### config.mk
export PLATFORM = sky130hd
export DESIGN_NAME = comparator_iter
export DESIGN_NICKNAME = d
export VERILOG_FILES = /design/src/rtl/comparator_pkg.sv /design/src/rtl/comparator_chunk.sv /design/src/rtl/comparator_iter.sv
export SDC_FILE = /design/constraint.sdc
export NUM_CORES = 1
export LEC_CHECK = 0
export ABC_AREA = 1
export CORE_MARGIN = 3
export CORE_UTILIZATION = 48
export CTS_CLUSTER_SIZE = 25
export DETAILED_ROUTE_END_ITERATION = 7
export PLACE_DENSITY = 0.77
export RECOVER_POWER = 50
export SETUP_SLACK_MARGIN = 0.02
export SLEW_MARGIN = 20
export SYNTH_ARGS = -nofsm -noshare
export SYNTH_HDL_FRONTEND = slang
export SYNTH_SLANG_ARGS = --single-unit
### constraint.sdc
create_clock -name clk -period 2.33 [get_ports clk]
set_input_delay 0.233 -clock clk [delete_from_list [all_inputs] [get_ports clk]]
set_output_delay 0.233 -clock clk [all_outputs]
set_load 0.005 [all_outputs]
### src/rtl/comparator_pkg.sv
// ============================================================================
// Module   : comparator_pkg
// Brief    : Shared state encoding for the iterative magnitude comparator.
// Revision : 1.0
// ============================================================================
`default_nettype none

package comparator_pkg;

  typedef enum logic [1:0] {
    S_IDLE = 2'd0,
    S_BUSY = 2'd1,
    S_DONE = 2'd2
  } comparator_state_t;

endpackage : comparator_pkg

`default_nettype wire

### src/rtl/comparator_chunk.sv
// ============================================================================
// Module   : comparator_chunk
// Brief    : Combinational unsigned W-bit compare producing equal / less-than.
// Revision : 1.0
// ============================================================================
`default_nettype none

module comparator_chunk #(
  parameter int W = 8
) (
  input  logic [W-1:0] a_i,
  input  logic [W-1:0] b_i,
  output logic         eq_o,
  output logic         lt_o
);

  assign eq_o = (a_i == b_i);
  assign lt_o = (a_i < b_i);

endmodule : comparator_chunk

`default_nettype wire

### src/rtl/comparator_iter.sv
// ============================================================================
// Module   : comparator_iter
// Brief    : Multi-cycle MSB-first chunked magnitude comparator with early exit
//            and valid/ready handshakes on both sides.
// Revision : 1.0
// ============================================================================
`default_nettype none

module comparator_iter
  import comparator_pkg::*;
#(
  parameter  int N  = 32,
  parameter  int W  = 8,
  localparam int C  = N / W,
  localparam int CW = $clog2(C + 1)
) (
  input  logic          clk,
  input  logic          rst,
  input  logic          in_valid,
  output logic          in_ready,
  input  logic [N-1:0]  a,
  input  logic [N-1:0]  b,
  input  logic          is_signed,
  output logic          out_valid,
  input  logic          out_ready,
  output logic          equals,
  output logic          less_than,
  output logic          greater_than,
  output logic [CW-1:0] cycles
);

  localparam int          IW        = (C > 1) ? $clog2(C) : 1;
  localparam logic [N-1:0] SIGN_MASK = N'(1) << (N - 1);

  if ((N % W) != 0 || W < 1 || W > N) begin : g_param_check
    $error("comparator_iter: N must be a multiple of W and 1 <= W <= N");
  end

  comparator_state_t state_q, state_d;
  logic [N-1:0]      a_q, a_d, b_q, b_d;
  logic [IW-1:0]     idx_q, idx_d;
  logic              eq_q, eq_d, lt_q, lt_d, gt_q, gt_d;
  logic [CW-1:0]     cyc_q, cyc_d;

  logic [W-1:0]      a_chunk [C];
  logic [W-1:0]      b_chunk [C];
  logic              chunk_eq, chunk_lt;

  // Chunk 0 is the most significant slice, so index order matches scan order.
  for (genvar i = 0; i < C; i++) begin : g_chunk
    assign a_chunk[i] = a_q[N-1-i*W -: W];
    assign b_chunk[i] = b_q[N-1-i*W -: W];
  end

  comparator_chunk #(.W(W)) u_chunk (
    .a_i  (a_chunk[idx_q]),
    .b_i  (b_chunk[idx_q]),
    .eq_o (chunk_eq),
    .lt_o (chunk_lt)
  );

  always_ff @(posedge clk) begin
    if (rst) begin
      state_q <= S_IDLE;
      a_q     <= '0;
      b_q     <= '0;
      idx_q   <= '0;
      eq_q    <= 1'b0;
      lt_q    <= 1'b0;
      gt_q    <= 1'b0;
      cyc_q   <= '0;
    end else begin
      state_q <= state_d;
      a_q     <= a_d;
      b_q     <= b_d;
      idx_q   <= idx_d;
      eq_q    <= eq_d;
      lt_q    <= lt_d;
      gt_q    <= gt_d;
      cyc_q   <= cyc_d;
    end
  end

  always_comb begin
    state_d = state_q;
    a_d     = a_q;
    b_d     = b_q;
    idx_d   = idx_q;
    eq_d    = eq_q;
    lt_d    = lt_q;
    gt_d    = gt_q;
    cyc_d   = cyc_q;
    unique case (state_q)
      S_IDLE: begin
        if (in_valid) begin
          // Flipping the sign bit maps two's-complement order onto unsigned order.
          a_d     = a ^ (SIGN_MASK & {N{is_signed}});
          b_d     = b ^ (SIGN_MASK & {N{is_signed}});
          idx_d   = '0;
          state_d = S_BUSY;
        end
      end
      S_BUSY: begin
        if (!chunk_eq) begin
          eq_d    = 1'b0;
          lt_d    = chunk_lt;
          gt_d    = !chunk_lt;
          cyc_d   = CW'(idx_q) + CW'(1);
          state_d = S_DONE;
        end else if (idx_q == IW'(C - 1)) begin
          eq_d    = 1'b1;
          lt_d    = 1'b0;
          gt_d    = 1'b0;
          cyc_d   = CW'(C);
          state_d = S_DONE;
        end else begin
          idx_d = idx_q + IW'(1);
        end
      end
      S_DONE: begin
        if (out_ready) begin
          state_d = S_IDLE;
        end
      end
      default: state_d = S_IDLE;
    endcase
  end

  assign in_ready     = (state_q == S_IDLE);
  assign out_valid    = (state_q == S_DONE);
  assign equals       = eq_q;
  assign less_than    = lt_q;
  assign greater_than = gt_q;
  assign cycles       = cyc_q;

endmodule : comparator_iter

`default_nettype wire

Yosys cells after proc, flatten, opt, wreduce, memory -nomap -nowiden
Index checks and enable logic that the tools add are counted.
{ "totals": {"input_bits": 69, "word_cells": 54, "register_bits": 74, "out_inout_bits": 8} }
{ "classes": {"addsub": 2, "n_reduce_logical": 7, "muxes": 22, "n_eq_ne": 10, "order_cmp": 2, "bitwise": 3} }
{ "op_table": {"columns": ["operator", "n"], "rows": [
  ["32-bit XOR", 2],
  ["8-bit binary-select mux with 2-bit select", 2],
  ["8-bit two-way mux", 4],
  ["2-bit two-way mux", 7],
  ["8-bit equality test", 1],
  ["8-bit less-than comparator", 1],
  ["3-bit two-way mux", 2],
  ["2-bit != test (second input constant)", 3],
  ["2-bit case mux with 3 select lines", 1],
  ["1-bit two-way mux", 5],
  ["2-bit equality test (second input constant)", 2],
  ["2-bit by 1-bit != test with 1-bit output (second input constant)", 2],
  ["2-bit case mux with 2 select lines", 1],
  ["2-bit AND reduction", 2],
  ["4-bit AND reduction", 1],
  ["2-bit by 1-bit adder with 3-bit output (second input constant)", 1],
  ["3-bit greater-or-equal comparator (second input constant)", 1],
  ["3-bit != test (second input constant)", 1],
  ["2-bit NOT with 3-bit output", 1],
  ["3-bit AND reduction", 1],
  ["2-bit by 1-bit adder with 2-bit output (second input constant)", 1],
  ["2-bit by 1-bit equality test with 1-bit output (second input constant)", 1],
  ["2-bit logical NOT", 1],
  ["2-bit nonzero test", 1],
  ["1-bit logical NOT", 1]
]} }

Depth between registers and ports, before layout
Gate-level depths: netlist of run 1.
{ "depth": {"ltp_word": 7, "ltp_mapped": 15, "depth_no_buf": 13} }

Modules after synthesis
Synthesis of run 1 repeated with hierarchy kept, for this count alone.
{ "hier_totals": {"hier_cells": 459, "area_unflattened_um2": 3301.9} }
{ "modules_own_cells": {"columns": ["module", "seq_area_each_um2", "cells_per_inst", "area_per_inst_um2", "instances"], "rows": [
  ["comparator_iter", 1481.4, 422, 3080.5, 1],
  ["comparator_chunk", 0.0, 37, 221.5, 1]
]} }

Worst setup path after synthesis of run 1
Ideal clock, no wire load.
{ "synth_timing": {"path_type": "register to register", "startpoint": "reg idx_q[0]", "endpoint": "reg idx_q[0]", "setup_ps": 111, "path_buffers": 2, "path_stages_with_launch": 14, "period_less_slack_ps": 1963, "path_slack_ps": 367, "required_time_ps": 2219, "t_arrival_ps": 1851, "path_cell_list": "dfxtp_1 -> buf_4 -> inv_1 -> buf_2 -> nand2_1 -> a32o_1 -> ha_1 -> nand2_1 -> nor2_2 -> nand4_1 -> nand2_1 -> inv_2 -> nor2_1 -> nor2_1"} }
{ "synth_between": {"elab_chain_len": 7, "word_cells_on_any_way": 16, "classes_between": "add/sub (1); eq/ne (4); mux (9); bitwise (1); reduce/logical (1)"} }
{ "synth_rtl": {"columns": ["item", "line_no", "text"], "rows": [
  ["start, declared", "comparator_iter.sv:41", "logic [IW-1:0] idx_q, idx_d;"],
  ["start signal, assigned", "comparator_iter.sv:76", "idx_q <= idx_d;"],
  ["2-bit NOT with 3-bit output (implied by the code)", "comparator_iter.sv:56, comparator_iter.sv:57", null],
  ["8-bit binary-select mux with 2-bit select, on equally long branches", "comparator_iter.sv:56, comparator_iter.sv:57", null],
  ["8-bit two-way mux, on equally long branches (2 in series)", "comparator_iter.sv:56, comparator_iter.sv:57", null],
  ["8-bit equality test", "comparator_chunk.sv:17", "assign eq_o = (a_i == b_i);"],
  ["2-bit != test (no source line)", null, null],
  ["4-bit AND reduction (no source line)", null, null]
]} }
Parallel ways exist; a longest one is shown, timed or not. The select of a mux whose other input is x is not followed.
A chain may end at the register's enable or synchronous reset.

Worst setup path after layout of run 1
{ "layout_timing": {"startpoint": "reg idx_q[0]", "endpoint": "reg lt_q, in the netlist less_than"} }
{ "layout_between": {"elab_chain_len": 7, "word_cells_on_any_way": 13, "classes_between": "order compare (1); eq/ne (3); mux (7); bitwise (1); reduce/logical (1)"} }
{ "layout_rtl": {"columns": ["item", "line_no", "text"], "rows": [
  ["parallel branches: the longest is 7 deep, another holds 8-bit less-than comparator", null, null],
  ["end signal, assigned", "comparator_iter.sv:78", "lt_q <= lt_d;"],
  ["end, declared", "comparator_iter.sv:42", "logic eq_q, eq_d, lt_q, lt_d, gt_q, gt_d;"]
]} }
Parallel ways; which one is timed is not known. The select of a mux whose other input is x is not followed.

==> results of run 1 <==
state kept, by name, indices dropped and copies added, names as in the netlist:
name          cells
less_than         1
idx_q             2
state_q           2
b_chunk          32
a_chunk          32
equals            1
greater_than      1
cycles            3
power breakdown:
| group | total, uW | internal (uW) | switching (uW) |
|---|---|---|---|
| Combinational | 758 | 346 | 413 |
| Clock | 1070 | 635 | 439 |
| Sequential | 1460 | 1390 | 75.1 |
cells by family (layout without fill, tap and decap cells):
kind of cell	count (synthesis)	in the layout	share of synthesized area (%)
AO/OA/AOI/OAI	117	117	20.9
XOR/XNOR	2	2	0.513
adder cells (fa/ha/maj)	9	9	3.30
buffers and inverters	45	115	7.51
flip-flops	74	74	43.4
AND/OR/NAND/NOR	211	211	24.4
how the worst min path moves through the flow:
stage / startpoint / to / slack, ns / cells after the start
after floorplan: a[12] / a_chunk[12] / 0.37 / 2
after global placement: cycles[0] / cycles[0] / 0.45 / 2
after detailed placement: cycles[1] / cycles[1] / 0.46 / 2
after CTS: cycles[1] / cycles[1] / 0.47 / 2
after global routing: cycles[1] / cycles[1] / 0.49 / 2
final: cycles[1] / cycles[1] / 0.46 / 2
cell usage in the layout (no fill, tap or decap):
cell,netlist,routed
a211oi_1,1,1
nor2_4,1,1
nor2_1,152,152
nand2_2,1,2
o21ai_1,10,10
buf_4,5,5
inv_1,11,10
nor2_2,6,6
o21ai_0,52,52
a21oi_2,1,1
clkbuf_8,0,10
dlygate4sd3_1,0,6
clkbuf_2,2,1
clkdlybuf4s50_1,0,70
nand4_1,1,1
a32o_1,7,7
a21oi_1,17,17
xnor2_1,1,1
buf_6,5,1
bufinv_16,0,2
ha_1,9,9
nand3_1,4,4
buf_12,0,1
clkbuf_1,5,4
xor2_1,1,1
o22ai_1,8,8
inv_2,3,5
nand2_1,45,45
o21ai_2,20,20
dfxtp_1,74,74
a21o_1,1,1
what timing repair did:
action | 4_1_cts | 5_1_grt
hold endpoints to repair | 0 | 0
setup endpoints to repair | 0 | 4
gates resized for setup | 0 | 2
hold buffers | 0 | 0
layer usage:
layer  GRT usage (%)  share of wire [%]
met1            26.5                 46
met2            34.3                 46
met3            5.00                6.3
met4            9.06                2.2
met5               0                  0
area by class of cell:
type,count,area (um^2)
Tap cell,96,120
Fill cell,614,2450
Clock buffer,14,153
Timing Repair Buffer,84,835
Clock inverter,2,60.1
Sequential cell,74,1480
Inverter,15,56.3
Multi-Input combinational cell,339,1670
worst max-delay path, cell delays in order (launching register included):
cell and delay, ns:
dfxtp_1 0.36, buf_6 0.26, nand2_1 0.11, a32o_1 0.26, ha_1 0.27, nand2_1 0.07
nor2_2 0.19, a21oi_2 0.12, nor2_2 0.17, nand2_1 0.08, a21oi_1 0.12
synthesized netlist by cell type, drive strengths merged:
master	instances	share of area (%)
ha	9	3.3
o22ai	8	1.5
nand4	1	0.18
nand3	4	0.59
clkbuf	7	0.84
a211oi	1	0.22
xor2	1	0.26
a21o	1	0.22
a21oi	18	2.7
a32o	7	2.1
nand2	47	5.5
inv	15	1.7
xnor2	1	0.26
nor2	159	18
buf	23	4.9
dfxtp	74	43
o21ai	82	14
stage by stage:
stage                     setup WS [ns]  hold WS [ns]  total power [uW]
after floorplan                   0.367         0.366              2000
after global placement            0.291         0.450              2230
after detailed placement          0.233         0.455              2250
after CTS                         0.209         0.465              3310
after global routing             0.0502         0.488              3480
final                             0.252         0.460              3300
==> flow_summary_export.csv, run 1 <==
group,metric,value,unit
worst_setup_path,crit_type,"reg2reg",
routing,antenna_left,0,
clock_network,root_buffer,"clkbuf_8",
clock_network,cts.sinks,74,
timing,worstMarginPinSlew,1.02,ns
layout,stdcell_count,624,
clock_network,cts_buffers,9,
worst_setup_path,critPathLaunchType,"flop",
logic_synthesis,ys_seq_area_share,43.4,%
logic_synthesis,synth-seq-cells,74,
layout,drive_gt1_share,10.4,%
worst_setup_path,crit_fanout,35,
placement,post-place-cells,608,
logic_synthesis,synth_area,3410,um^2
timing,hold_viol,0,
timing,relSlewSlack,31.6,%
worst_setup_path,r2r-end,"less_than",
worst_setup_path,rr_startpoint,"idx_q[0]",
timing,period_needed,2.08,ns
pwr,leakage,0.00179,uW
routing,first_pass_iters,5,
job,maxCapViolCount,0,
min_path,hold_class,"reg2reg",
placement,placed_area,4170,um^2
logic_synthesis,synthDistinctLibCells,30,
worst_setup_path,regToRegSetupSlack,0.25,ns
layout,n_antenna_cell,0,
logic_synthesis,synth_nets,536,
worst_setup_path,worstSetupEndpoint,"less_than",
routing,finalWirelength,8140,um
worst_setup_path,rr_worst_depth,10,
timing,fin_setup_tns,0,ns
placement,dp_hpwl,5900,um
routing,drc_errors,0,
clock_network,clk_latency,0.35,ns
floorplanning,start_util,50.0,%
layout,fin_util,64.1,%
worst_setup_path,worstPathRequired,2.61,ns
floorplanning,row_count,30,
worst_setup_path,cp-startpoint,"idx_q[0]",
floorplanning,die_h,90.3,um
layout,syn_to_final_growth,28.2,%
clock_network,clkSlewWorstSetupHoldPaths,0.07,ns
floorplanning,fp.dieW,90.3,um
routing,viasPerCell,5.06,
global_route,globalRouteOverflowTotal,0,
clock_network,htreeDepth,3,
floorplanning,core,6830,um^2
global_route,antenna_found_initial,0,
timing,final-setup-viol-count,0,
layout,fin_area,4380,um^2
pwr,ir_drop,0.415,mV
routing,vias,3156,
pwr,power_density,753,nW/um^2
clock_network,cts_tree,"yes",
routing,dr.first_iter.drc_count,172,
floorplanning,boundaryPins,77,
clock_network,clockBufferDepth,2,
worst_setup_path,crit_path_end_kind,"flop",
floorplanning,dieArea,8160,um^2
placement,gp_congestion,0.868,
worst_setup_path,critPathArrivalTime,2.36,ns
timing,grt_setup_unrepaired,"false",
clock_network,cts_setup_buffers,0,
timing,fmax,0.481,GHz
routing,avgRoutedWirePerCell,13.0,um
global_route,grt_pass1_wl,14100,um
global_route,grt_pass1_vias,3102,
outcome,status,"finished, final reports clean",
timing,maxSlewViolCount,0,
logic_synthesis,synthCells,458,
placement,portBuffers,76,
timing,timing.final.crit_share,89.2,%
logic_synthesis,ys_warn_count,0,
layout,nets,601,
global_route,grt_max_degree,65,
timing,clock_skew,0.00913,ns
logic_synthesis,syn_area_per_cell,7.46,um^2
global_route,grt.total_usage,21.0,%
Power figures use the tool's default switching activity.
==> run 2: changes to the inputs <==
- CORE_MARGIN: 3 -> 2
==> run 2 against run 1 <==
  * Via count is 0.98% higher
  * Die area is 4.4% lower
  * Count of clock-buffer cells in the layout is 4 lower
  * Wire length decreased by 1.9%
  * Combinational power up 0.9%
  * Core utilization increased by 0.33 points
  * Non-clock buffer count is 1 higher
  * Critical path type unchanged
  * Largest cell class unchanged
  * Highest routed layer unchanged
==> flow_summary_export.csv, run 2 (same netlist as run 1, synthesis figures left out) <==
group,metric,value,unit
placement,place_ws,0.290,ns
clock_network,clockBufferDepth,2,
worst_setup_path,worstPathRequired,2.58,ns
pwr,power_density,776,nW/um^2
clock_network,cts_setup_buffers,0,
worst_setup_path,rr_startpoint,"idx_q[1]",
routing,dr.first_iter.drc_count,154,
timing,timing.final.crit_share,89.7,%
clock_network,clkSlewWorstSetupHoldPaths,0.07,ns
clock_network,cts-hold-fix-buffers,0,
worst_setup_path,critPathLaunchType,"flop",
timing,relSlewSlack,32.8,%
routing,antenna_left,0,
timing,maxSlewViolCount,0,
outcome,status,"finished, final reports clean",
floorplanning,start_util,50.0,%
global_route,globalRouteOverflowTotal,0,
timing,grt_setup_unrepaired,"false",
global_route,antenna_found_initial,0,
worst_setup_path,crit_type,"reg2reg",
routing,finalWirelength,7980,um
timing,fin_setup_tns,0,ns
clock_network,cts_resized,0,
global_route,grt_max_degree,67,
clock_network,cts_buffers,9,
clock_network,cts_tree,"yes",
worst_setup_path,rr_worst_depth,11,
layout,layout_commonest_cell,"nor2_1",
layout,syn_to_final_growth,28.8,%
floorplanning,boundaryPins,77,
clock_network,root_buffer,"clkbuf_8",
floorplanning,dieArea,7800,um^2
clock_network,htreeDepth,3,
routing,drc_errors,0,
timing,worstMarginPinSlew,1.01,ns
min_path,hold_class,"reg2reg",
placement,placed_area,4180,um^2
layout,drive_gt1_share,10.6,%
floorplanning,die_h,88.3,um
job,maxCapViolCount,0,
timing,period_needed,2.09,ns
routing,viasPerCell,5.11,
floorplanning,row_count,30,
routing,first_pass_iters,4,
pwr,leakage,0.00180,uW
floorplanning,core,6830,um^2
clock_network,cts.sinks,74,
layout,nets,602,
global_route,grt.total_usage,22.2,%
global_route,grt_pass1_vias,3058,
layout,layout_common_cells,"nor2_1 (153), dfxtp_1 (74), clkdlybuf4s50_1 (70)",
min_path,min_to,"cycles[0]",
timing,hold_viol,0,
placement,gp_congestion,0.835,
min_path,holdPathStages,2,
min_path,hp-start,"cycles[0]",
layout,fin_area,4400,um^2
floorplanning,fp.dieW,88.3,um
routing,vias,3187,
pwr,ir_drop,0.307,mV
clock_network,clk_latency,0.35,ns
global_route,grt_pass1_wl,13500,um
placement,dp_hpwl,5740,um
routing,avgRoutedWirePerCell,12.8,um
timing,clock_skew,0.00454,ns
timing,final-setup-viol-count,0,
timing,finalWorstSetupSlack,0.239,ns
layout,n_antenna_cell,0,
placement,portBuffers,76,
worst_setup_path,crit_path_end_kind,"flop",
worst_setup_path,r2r-end,"idx_q[1]",
worst_setup_path,regToRegSetupSlack,0.24,ns
timing,fmax,0.478,GHz
worst_setup_path,critPathArrivalTime,2.34,ns
worst_setup_path,crit_fanout,24,
layout,fin_util,64.4,%
[run 2: changes by cell type in the layout (fill, tap and decap cells not counted), sizes merged]
cell | before | now
clkbuf | 15 | 11
buf | 7 | 8
bufinv | 2 | 3
clkinv | 0 | 1
clkinvlp | 0 | 1
[run 2: power by group]
| group | leakage (uW) | total [uW] | switching, uW | internal [uW] |
|---|---|---|---|---|
| logic | 0.00107 | 765 | 417 | 348 |
| clock network | 0.000118 | 1190 | 458 | 732 |
| registers | 0.000613 | 1460 | 71.4 | 1390 |
[run 2: worst max-delay path by stage]
stage               startpoint        end  slack [ns]
global route          idx_q[1]   idx_q[1]        0.02
global placement      idx_q[1]   idx_q[0]        0.36
finish                idx_q[1]   idx_q[1]        0.24
CTS                   idx_q[1]   idx_q[1]        0.28
floorplan             idx_q[0]   idx_q[0]        0.37
detailed placement    idx_q[1]  less_than        0.29
[run 2: area by class of cell]
class	count	area, um^2
clock buffers	10	138
inverters	15	56.3
flip-flops and latches	74	1480
multi-input cells	339	1660
fillers	626	2430
repair buffers	85	837
clock inverters	5	103
well taps	96	120
[run 2: critical path: stages (launching register included)]
cell and delay (ns):
dfxtp_1 0.32, inv_2 0.29, a21oi_1 0.12, a32o_1 0.27, ha_1 0.29, nand2_1 0.07
nor2_2 0.18, nand4_1 0.16, nand2_1 0.11, inv_2 0.06, nor2_1 0.08, nor2_1 0.04
[run 2: layer usage]
layer  GRT usage, %  share of wire, %
met5              0                 0
met4           6.20               1.6
met3           5.97               6.3
met2           39.1                50
met1           26.6                42
[run 2: per-stage QoR]
step	total power, uW	hold WS [ns]	cells
2_1_floorplan	2000	0.366	458
3_3_place_gp	2230	0.451	609
6_report	3410	0.458	624
4_1_cts	3430	0.463	624
3_5_place_dp	2260	0.451	609
5_1_grt	3600	0.482	624
==> run 3: changes to the inputs <==
- CORE_UTILIZATION: 48 -> 50
- PLACE_DENSITY: 0.77 -> 0.81
==> run 3 against run 2 <==
  * Non-clock buffer count fell by 1
  * Wire length fell by 1.1%
  * Sequential power about the same
  * Design area decreased by 2.3%
  * Setup slack better by 0.029 ns
  * Worst hold slack barely moved
  * Largest power group unchanged
  * Critical path depth stayed put
  * Clock skew grew 0.0027 ns
  * Critical path type unchanged
  * Global-route usage rose by 0.38 points
  * Combinational power is 3.4% lower
  * Core utilization down 0.41 points
==> flow_summary_export.csv, run 3 (same netlist as run 1, synthesis figures left out) <==
group,metric,value,unit
worst_setup_path,slowest_delay,0.35,ns
worst_setup_path,cpMostUsedCell,"nand2_1",
routing,vias,3178,
routing,dr_wl_met3,470,um
placement,portBuffers,76,
global_route,grt.total_usage,22.5,%
layout,fin_area,4300,um^2
layout,layout_commonest_cell,"nor2_1",
min_path,hold_class,"reg2reg",
min_path,holdPathStages,2,
worst_setup_path,rr_startpoint,"idx_q[0]",
timing,period_needed,2.06,ns
floorplanning,start_util,50.8,%
layout,layout_common_cells,"nor2_1 (152), dfxtp_1 (74), clkdlybuf4s50_1 (70)",
pwr,p_sw_share,28.6,%
floorplanning,row_count,30,
pwr,p_int,2280,uW
routing,first_pass_iters,4,
pwr,ir_drop,0.335,mV
layout,syn_to_final_growth,25.9,%
layout,nets,601,
clock_network,clockBufferDepth,2,
global_route,globalRouteOverflowTotal,0,
timing,timing.final.crit_share,88.5,%
pwr,p_clk_share,31.0,%
routing,dr.first_iter.drc_count,165,
routing,highest_layer,"met4",
layout,stdcell_count,608,
clock_network,clkSlewWorstSetupHoldPaths,0.07,ns
worst_setup_path,regToRegSetupSlack,0.27,ns
timing,finalWorstSetupSlack,0.268,ns
clock_network,cts_buffers,9,
layout,drive_gt1_share,8.33,%
timing,grt_setup_unrepaired,"false",
global_route,grt_pass1_vias,2914,
clock_network,clk_latency,0.35,ns
routing,viasPerCell,5.23,
layout,fill_cells,615,
worst_setup_path,cp_cell_sequence,"buf_4 > nand2_1 > a32o_1 > ha_1 > nand2_1 > nor2_2 > nand4_1 > nand2_1 > inv_2 > nor2_1 > nor2_1",
floorplanning,core,6720,um^2
pwr,power_frac_seq,45.9,%
worst_setup_path,critPathLaunchType,"flop",
timing,hold_viol,0,
pwr,power_density,743,nW/um^2
timing,clock_skew,0.00723,ns
global_route,grt_pass1_wl,13200,um
layout,n_antenna_cell,0,
timing,relSlewSlack,26.1,%
timing,final-setup-viol-count,0,
pwr,netSwitchingPower,914,uW
job,maxCapViolCount,0,
floorplanning,boundaryPins,77,
timing,maxSlewViolCount,0,
clock_network,cts_resized,0,
clock_network,cts_setup_buffers,0,
worst_setup_path,worstPathRequired,2.57,ns
clock_network,htreeDepth,3,
routing,drc_errors,0,
outcome,status,"finished, final reports clean",
routing,avgRoutedWirePerCell,13.0,um
placement,post-place-cells,592,
floorplanning,fp.dieW,86.6,um
floorplanning,dieArea,7510,um^2
worst_setup_path,crit_family,"simple AND/OR/NAND/NOR gates",
worst_setup_path,crit_type,"reg2reg",
timing,fin_setup_tns,0,ns
worst_setup_path,crit_slowest_cell,"dfxtp_1",
pwr,fin_total_pwr,3200,uW
worst_setup_path,crit_fanout,23,
routing,antenna_left,0,
floorplanning,die_h,86.6,um
placement,gp_congestion,0.894,
clock_network,cts.sinks,74,
worst_setup_path,r2r-end,"idx_q[1]",
placement,dp_hpwl,5690,um
worst_setup_path,crit_path_end_kind,"flop",
timing,worstMarginPinSlew,1.11,ns
worst_setup_path,critPathBufInv,2,
routing,routed-wl-met2,3800,um
clock_network,cts_tree,"yes",
global_route,grt_max_degree,67,
routing,finalWirelength,7890,um
placement,placed_area,4150,um^2
worst_setup_path,rr_worst_depth,11,
worst_setup_path,critPathArrivalTime,2.30,ns
routing,wl_met1,3430,um
timing,fmax,0.485,GHz
placement,place_ws,0.277,ns
clock_network,root_buffer,"clkbuf_8",
min_path,hp-start,"cycles[0]",
min_path,min_to,"cycles[0]",
pwr,leakage,0.00177,uW
pwr,combPwrFrac,23.1,%
clock_network,cts-hold-fix-buffers,0,
global_route,antenna_found_initial,0,
-- run 3: cell types whose count changed in the layout (fill, tap and decap cells not counted), sizes merged --
cell      change
inv           -1
clkinv        +1
buf           -1
clkbuf        +4
bufinv        -2
clkinvlp      -1
-- run 3: cell type report --
cell class / instances / area, um^2 / area share [%]
multi-input cells: 339 / 1640 / 38.1
repair buffers: 84 / 822 / 19.1
inverters: 15 / 58.8 / 1.37
flip-flops and latches: 74 / 1480 / 34.5
clock buffers: 14 / 163 / 3.78
well taps: 80 / 100 / 2.33
clock inverters: 2 / 35.0 / 0.815
-- run 3: worst min-delay path, cell delays in order, from the launching register on --
cell,delay (ns)
dfxtp_1,0.31
nand2_1,0.06
a21oi_1,0.05
-- run 3: worst max-delay path by stage --
| stage | start | endpoint | slack [ns] | depth (start not counted) |
|---|---|---|---|---|
| finish | idx_q[0] | idx_q[1] | 0.27 | 11 |
| floorplan | idx_q[0] | idx_q[0] | 0.37 | 13 |
| detailed placement | idx_q[0] | idx_q[0] | 0.28 | 12 |
| global placement | idx_q[0] | idx_q[0] | 0.38 | 11 |
| CTS | idx_q[0] | idx_q[0] | 0.26 | 12 |
| global route | idx_q[0] | idx_q[1] | 0.04 | 11 |
-- run 3: metrics by stage --
step / utilization, % / hold WS, ns
6_report: 64.0 / 0.458
2_1_floorplan: - / 0.366
4_1_cts: 64.7 / 0.466
3_5_place_dp: 61.8 / 0.457
3_3_place_gp: 61.8 / 0.452
5_1_grt: 64.0 / 0.478
-- run 3: power groups by stage --
stage / logic (uW) / registers [uW] / clock network [uW]
final: 739 / 1470 / 990
after detailed placement: 753 / 1490 / 0
after global routing: 845 / 1480 / 1060
after CTS: 759 / 1470 / 1010
after global placement: 732 / 1490 / 0
after floorplan: 533 / 1460 / 0
-- run 3: layer usage --
layer	up-vias	global-route usage, %
met1	1442	27.2
met3	16	5.71
met2	94	38.6
met4	0	8.52
met5	-	0
li1	1626	-
